File: config.mk
export PLATFORM = sky130hd
export DESIGN_NAME = gated_mac_seq
export DESIGN_NICKNAME = d
export VERILOG_FILES = /design/src/rtl/gated_mac_pkg.sv /design/src/rtl/gmac_mul.sv /design/src/rtl/gated_mac_seq.sv
export SDC_FILE = /design/constraint.sdc
export NUM_CORES = 1
export LEC_CHECK = 0
export ABC_CLOCK_PERIOD_IN_PS = 15100
export CAP_MARGIN = 20
export CORE_MARGIN = 8
export CORE_UTILIZATION = 40
export CTS_BUF_LIST = sky130_fd_sc_hd__clkbuf_2
export CTS_CLUSTER_SIZE = 20
export DETAILED_ROUTE_END_ITERATION = 10
export PLACE_DENSITY_LB_ADDON = 0.05
export SYNTH_ARGS = -nofsm -noshare
export SYNTH_HDL_FRONTEND = slang
export SYNTH_SLANG_ARGS = --single-unit
File: constraint.sdc
create_clock -name clk -period 15.1 [get_ports clk]
set_clock_uncertainty 0.15 [all_clocks]
set_input_delay 2.265 -clock clk [delete_from_list [all_inputs] [get_ports clk]]
set_output_delay 2.265 -clock clk [all_outputs]
set_load 0.005 [all_outputs]
File: src/rtl/gated_mac_pkg.sv
// Shared types for the gated multiply-accumulate sequencer: FSM states and the
// wrap/saturate adder used for both the bias/prev load and per-channel accumulate.
package gated_mac_pkg;

    typedef enum logic [1:0] {IDLE, RUN, DONE} state_t;

    typedef struct packed {
        logic        ovf;
        logic [63:0] sum;
    } sat_res_t;

    // Adds in an (ow+1)-bit adder; a carry out of bit ow-1 flags overflow and
    // either wraps to the low ow bits or clamps to 2^ow-1.
    function automatic sat_res_t sat_add(input logic [63:0] a, input logic [63:0] b,
                                         input int ow, input logic sat);
        logic [63:0] mask;
        logic [63:0] s;
        sat_res_t    r;
        mask  = (64'd1 << ow) - 64'd1;
        s     = (a + b) & ((mask << 1) | 64'd1);
        r.ovf = s[ow];
        r.sum = r.ovf ? (sat ? mask : (s & mask)) : s;
        return r;
    endfunction

endpackage

File: src/rtl/gmac_mul.sv
// Combinational AW x BW unsigned multiplier, kept separate so a pipelined
// version can drop in without touching the sequencer.
module gmac_mul #(
    parameter int AW = 9,
    parameter int BW = 8
) (
    input  logic [AW-1:0]    a,
    input  logic [BW-1:0]    b,
    output logic [AW+BW-1:0] p
);

    assign p = (AW+BW)'(a) * (AW+BW)'(b);

endmodule

File: src/rtl/gated_mac_seq.sv
// Gated sum-of-products, one channel per cycle: result valid NCH+1 cycles after accept.
// in_ready only in IDLE; result held in DONE until out_ready, then becomes prev.
module gated_mac_seq
    import gated_mac_pkg::*;
#(
    parameter int NCH   = 6,
    parameter int AW    = 9,
    parameter int BW    = 8,
    parameter int BIASW = 7,
    parameter int OW    = 17,
    parameter int SAT   = 0
) (
    input  logic               clk,
    input  logic               rst_n,
    input  logic               in_valid,
    output logic               in_ready,
    input  logic [NCH*AW-1:0]  in_a,
    input  logic [NCH*BW-1:0]  in_b,
    input  logic [NCH-1:0]     in_gate,
    input  logic [BIASW-1:0]   in_bias,
    input  logic               in_acc_clr,
    output logic               out_valid,
    input  logic               out_ready,
    output logic [OW-1:0]      out_data,
    output logic               out_ovf
);

    localparam int IW = (NCH > 1) ? $clog2(NCH) : 1;
    localparam int PW = AW + BW;

    state_t              state;
    state_t              state_nxt;
    logic [NCH*AW-1:0]   a_q;
    logic [NCH*BW-1:0]   b_q;
    logic [NCH-1:0]      gate_q;
    logic [IW-1:0]       idx;
    logic [OW-1:0]       acc;
    logic [OW-1:0]       prev;
    logic                ovf;
    logic                out_valid_q;

    logic [AW-1:0]       a_sel;
    logic [BW-1:0]       b_sel;
    logic [PW-1:0]       prod;
    logic [OW:0]         prod_ext;
    sat_res_t            load_res;
    sat_res_t            step_res;
    logic                last_idx;
    logic                accept;
    logic                unused_hi;

    assign a_sel = a_q[idx*AW +: AW];
    assign b_sel = b_q[idx*BW +: BW];

    gmac_mul #(.AW(AW), .BW(BW)) u_mul (
        .a (a_sel),
        .b (b_sel),
        .p (prod)
    );

    assign prod_ext = gate_q[idx] ? '0 : (OW+1)'(prod);
    assign load_res = sat_add(64'(in_bias), in_acc_clr ? 64'd0 : 64'(prev), OW, SAT != 0);
    assign step_res = sat_add(64'(acc), 64'(prod_ext), OW, SAT != 0);
    assign unused_hi = ^{load_res.sum[63:OW], step_res.sum[63:OW]};

    assign last_idx = (idx == IW'(NCH-1));
    assign accept   = in_valid && (state == IDLE);
    assign in_ready = (state == IDLE);

    always_comb begin
        state_nxt = state;
        unique case (state)
            IDLE:    if (in_valid)  state_nxt = RUN;
            RUN:     if (last_idx)  state_nxt = DONE;
            DONE:    if (out_ready) state_nxt = IDLE;
            default:                state_nxt = IDLE;
        endcase
    end

    always_ff @(posedge clk or negedge rst_n) begin
        if (!rst_n) begin
            state       <= IDLE;
            a_q         <= '0;
            b_q         <= '0;
            gate_q      <= '0;
            idx         <= '0;
            acc         <= '0;
            prev        <= '0;
            ovf         <= 1'b0;
            out_valid_q <= 1'b0;
        end else begin
            state <= state_nxt;
            if (accept) begin
                a_q    <= in_a;
                b_q    <= in_b;
                gate_q <= in_gate;
                acc    <= load_res.sum[OW-1:0];
                ovf    <= load_res.ovf;
                idx    <= '0;
            end
            if (state == RUN) begin
                acc <= step_res.sum[OW-1:0];
                ovf <= ovf | step_res.ovf;
                // idx parks at 0 after the last channel so the operand mux never indexes past NCH-1
                if (last_idx) begin
                    idx         <= '0;
                    out_valid_q <= 1'b1;
                end else begin
                    idx <= idx + IW'(1);
                end
            end
            if ((state == DONE) && out_ready) begin
                prev        <= acc;
                out_valid_q <= 1'b0;
            end
        end
    end

    assign out_valid = out_valid_q;
    assign out_data  = acc;
    assign out_ovf   = ovf;

endmodule

# --- Yosys cells after proc, flatten, opt, wreduce, memory -nomap -nowiden ---
# Cells that the tools add are included.
op_classes:
  reduce_logical: 8
  magnitude_cmp: 1
  eq_ne: 6
  n_mul: 2
  n_shift: 2
  muxes: 18
  bitwise_logic: 1
  add_sub_neg: 3
ops:
  columns: ["op", "n"]
  rows:
  - ["$mux 17", 4]
  - ["$shiftx 54x8->9", 1]
  - ["$shiftx 48x7->8", 1]
  - ["$add 17x17->18", 1]
  - ["$add 7x17->18", 1]
  - ["$mul 9x8->17", 1]
  - ["$mux 3", 3]
  - ["$mul 3x4->7 const B", 1]
  - ["$mux 1", 6]
  - ["$mux 2", 3]
  - ["$ne 2x2->1 const B", 3]
  - ["$pmux 2 s3", 1]
  - ["$reduce_bool 2->1", 3]
  - ["$lt 3x4->1 const B", 1]
  - ["$add 3x1->3 const B", 1]
  - ["$bmux 1 s3", 1]
  - ["$eq 3x3->1 const B", 1]
  - ["$reduce_and 3->1", 1]
  - ["$eq 2x1->1 const B", 1]
  - ["$eq 2x2->1 const B", 1]
  - ["$logic_and 1x1->1", 2]
  - ["$logic_not 2->1", 1]
  - ["$reduce_and 2->1", 1]
  - ["$or 1x1->1", 1]
totals:
  wordCells: 50
  regBits: 149
  input_bits: 120

# --- Logic depth before layout (Yosys ltp) ---
depth:
  word_depth: 7
  depth_mapped: 29
  mapped_depth_nobuf: 26

# --- By module ---
# From an unflattened synthesis, not the netlist that was laid out.
hier_totals:
  hier_cells: 1192
  hier_area_um2: 10512.6
modules_own_cells:
  columns: ["mod", "cells_per_inst", "area_per_inst_um2", "n_inst"]
  rows:
  - ["gated_mac_seq", 902, 8056.5, 1]
  - ["gmac_mul", 290, 2456.1, 1]

# --- Least setup slack after synthesis ---
# No wires, ideal clock.
synth_timing:
  kind: "register -> register"
  start: "register idx[0]"
  end: "register acc[16] (netlist: out_data[16])"
  required_ps: 14831
  arrival_time_ps: 6149
  path_stages_with_launch: 27
  setup_ps: 119
  path_slack_ps: 8682
  n_path_buf: 2
  cell_sequence: "dfrtp_1 buf_6 buf_6 mux4_2 a21oi_2 nor2_1 fa_1 inv_1 fa_1 inv_1 fa_1 inv_1 fa_1 inv_1 ha_1 inv_1 o211a_1 o31ai_1 xnor2_1 nor2_1 ha_1 a21o_1 a2111oi_4 a22o_1 a31o_2 xnor2_1 o21a_1"
synth_via:
  elab_chain_cells: 6
synth_rtl:
  columns: ["item", "line", "source"]
  rows:
  - ["start, declared", "gated_mac_seq.sv:36", "logic [IW-1:0] idx;"]
  - ["start signal, assigned", "gated_mac_seq.sv:109", "idx <= idx + IW'(1);"]
  - ["$mul 3x4->7", "gated_mac_seq.sv:52", "assign a_sel = a_q[idx*AW +: AW];"]
  - ["$shiftx 54x8->9", "gated_mac_seq.sv:52", null]
  - ["$mul 9x8->17", "gmac_mul.sv:12", "assign p = (AW+BW)'(a) * (AW+BW)'(b);"]
  - ["$mux 17 (*)", "gated_mac_seq.sv:61", "assign prod_ext = gate_q[idx] ? '0 : (OW+1)'(prod);"]
  - ["$add 17x17->18 (*)", "gated_mac_pkg.sv:20", "s = (a + b) & ((mask << 1) | 64'd1);"]
  - ["$mux 17 (*)", "gated_mac_seq.sv:101", "if (state == RUN) begin"]
  - ["end signal, assigned", "gated_mac_seq.sv:97", "acc <= load_res.sum[OW-1:0];"]
  - ["end signal, assigned", "gated_mac_seq.sv:102", "acc <= step_res.sum[OW-1:0];"]
  - ["end, declared", "gated_mac_seq.sv:37", "logic [OW-1:0] acc;"]
# Mark *: on every way between the ends. The rest lies on a longest branch, timed or not. The select of a mux whose other input is x is not followed.
# A chain may end at the register's enable or synchronous reset.

# --- Worst setup path in the final report ---
layout_timing:
  start: "register idx[1]"
  end: "register acc[16] (netlist: out_data[16])"
# The elaborated chain is that of the path after synthesis.

==> run summary <==
DRT Wirelength -> 26,700 um
Share of post-route cells with drive strength above 1 -> 8.09%
Post-synthesis net count -> 1,392
Initial antenna violation count -> 1
1st-iter DRT viols -> 592
Min-Delay Path Class -> register to register
Crit end category -> register
Critical Path Source Type -> register
GRT Util Overall -> 17.7%
Core area -> 25,800 um2
Synth top area share -> 36.0%
Fmax -> 130 MHz
Post-synth EDFFs -> 0
Synth Register Bits -> 149
Top_reg_cell synth -> dfrtp_1
Slew HR -> 30.3%
Pre-antenna DRT Iters -> 7
Detail Placement HPWL -> 20,400 um
Yosys top cell by area -> dfrtp_1
M2 GR Usage -> 28.0%
Row cnt -> 59
Largest stage delay on the critical path -> 1110 ps
Status -> completed
Post-Syn Area -> 10,400 um2
Layout Utilization -> 47.7%
Sequential fraction of the synthesis area -> 36.0%
Clock buffer depth -> 2
GRT busiest layer -> met2
Post-synth cell types -> 73
Most frequent cell after synthesis -> nand2_1
GR Util met3 -> 4.01%
Final cycle utilization of the critical path -> 51.0%
Arr. time, crit path -> 8220 ps
Worst Tran Pin Value -> 1050 ps
Slowest CP cell -> dfrtp_1
Die height -> 177 um
Largest net degree at the start of global routing -> 95
Critical path buffers and inverters -> 4
Avg Vias per Cell -> 5.02
RSZ-0062 raised after global routing -> no
Final hold vios -> 0
Avg Synthesized Cell Area -> 8.87 um2
Num ports -> 140
Worst skew pair latency -> 750 ps
# Max-Cap Violations -> 0
Critical Path RT -> 15,630 ps
Gate Count Post-Synth -> 1,167
Kind of critical path -> register to register
First-pass GRT wire length -> 44,800 um
CP top delay family -> adder cells
CP Max Fanout -> 23
Setup TNS Final -> 0 ps
CTS resizes -> 0
# DRC -> 0
Vias in the first global route -> 8,708
Die Area -> 31,300 um2
Slew Viols, Final -> 0
Met1 usage in global routing -> 24.1%
Root buf cell -> clkbuf_2
RePlAce Congestion -> 0.810
DIE WIDTH -> 177 um
Fraction of registers with async set/reset -> 100%
Max H-tree Level -> 4
Clock transition at the registers of the reported paths -> 300 ps
TritonCTS buffer count -> 17
Setup repair bufs after CTS -> 0
Vias -> 8,199
Top post-synthesis cells by area -> dfrtp_1 36%, nand2_1 13%, fa_1 8.5%
Area added between synthesis and finish -> 18.7%
CTS tree -> yes
Antenna Nets Post-Route -> 0
Gr ovfl total -> 0
Crit path time final -> 7700 ps
Final Setup Violations -> 0
Fin nets -> 1,510
Synth warn -> 0
Port Buffer Count -> 139
CTS Hold Buffers Added -> 0
Synth top cells by count -> 362 x nand2_1, 149 x dfrtp_1, 99 x nor2_1, 78 x inv_1, 61 x ha_1
Starting Density -> 40.2%
Cell breakdown of the critical path -> nand2b_1 -> nor2_1 -> a21oi_1 -> or2_1 -> fa_1 -> fa_1 -> inv_1 -> fa_1 -> inv_1 -> fa_1 -> inv_1 -> ha_1 -> inv_1 -> o211a_1 -> o31ai_1 -> xnor2_1 -> nor2_1 -> ha_1 -> a21o_1 -> a2111oi_4 -> a22o_1 -> a31o_2 -> xnor2_1 -> o21a_1
DR WL/cell -> 16.3 um
CTS Sinks -> 149
==> metrics by stage <==
step                      setup WS [ps]  cell area (um2)  instances  hold WS (ps)
after floorplan                    8680            10400       1167           287
after global placement             7480            12000       1600           305
after detailed placement           7330            12000       1600           309
after CTS                          7290            12300       1632           355
after global routing               6740            12300       1634           370
final                              7400            12300       1634           356
==> placed cells by master, fill, tap and decap left out, types with 3 or more instances in the layout <==
cell,synthesis,layout
nand2_1,362,361
dfrtp_1,149,148
clkdlybuf4s50_1,0,138
nor2_1,99,99
inv_1,78,78
ha_1,61,61
fa_1,44,44
a21oi_1,38,38
o21ai_0,31,31
mux2i_1,20,20
xnor2_1,20,20
mux4_2,17,17
clkbuf_2,0,17
or2_1,16,16
mux2_2,16,16
nor2b_1,15,15
a21oi_2,14,14
a21o_1,14,14
nand2b_1,11,11
nor3_1,10,10
xor2_1,10,10
clkinv_8,0,9
nand3_1,6,6
a211oi_1,5,5
and2_1,6,5
o211ai_1,5,5
o21a_1,5,5
a31oi_1,5,5
buf_4,2,5
and3_1,4,4
o21bai_1,4,4
o22ai_1,4,4
a21oi_4,3,3
o21ai_1,3,3
or3_1,3,3
inv_6,0,3
==> worst register-to-register path: cells and delay by family (launching register included) <==
family / cells / cell delay (ps)
buffers and inverters: 4 / 220
xor gates and xnor gates: 2 / 210
DFF: 1 / 1110
AOI/OAI and AO/OA: 8 / 2250
and+or+nand+nor: 4 / 1020
adders and majority gates: 6 / 2660
==> logic make-up after synthesis <==
kind of cell | synth area share (%)
compound gates | 11.3
mux | 7.63
buf+inv | 5.06
simple gates | 21.6
fa+ha+maj | 15.9
flops | 36.0
xor+xnor | 2.54
==> state kept, by name (all words and copies together), names as in the netlist <==
signal and cells:
state 2, out_valid 1, a_q 54, out_ovf 1, b_q 48, gate_q 6, out_data 17, prev 17
idx 3
==> path summary, 6_finish.rpt <==
path	from	to	cells past startpoint	slack (ps)
setup / recovery	idx[1]	out_data[16]	24	7400
hold / removal	gate_q[1]	gate_q[1]	2	360
setup reg to reg	idx[1]	out_data[16]	24	7400
hold reg to reg	gate_q[1]	gate_q[1]	2	360
max in group asynchronous	rst_n	gate_q[1]	2	11960
min in group asynchronous	rst_n	prev[8]	1	1320
==> metal layers <==
metal	wire, um	part of all wire (%)
met1	12700	47
met2	12300	46
met3	1200	4.5
met4	538	2.0
met5	0	0
==> cell type report <==
cell class | instances | area (um2)
inverter | 79 | 297
clock buffer | 17 | 85.1
timing repair buffer | 145 | 1440
tap | 335 | 419
sequential | 149 | 3730
antenna | 1 | 2.50
fill | 2552 | 13500
clock inverter | 15 | 204
multi-input combinational | 893 | 6110
Power is not shown: default switching activity piles up to over one toggle a cycle in this logic, so the estimate is an artifact.
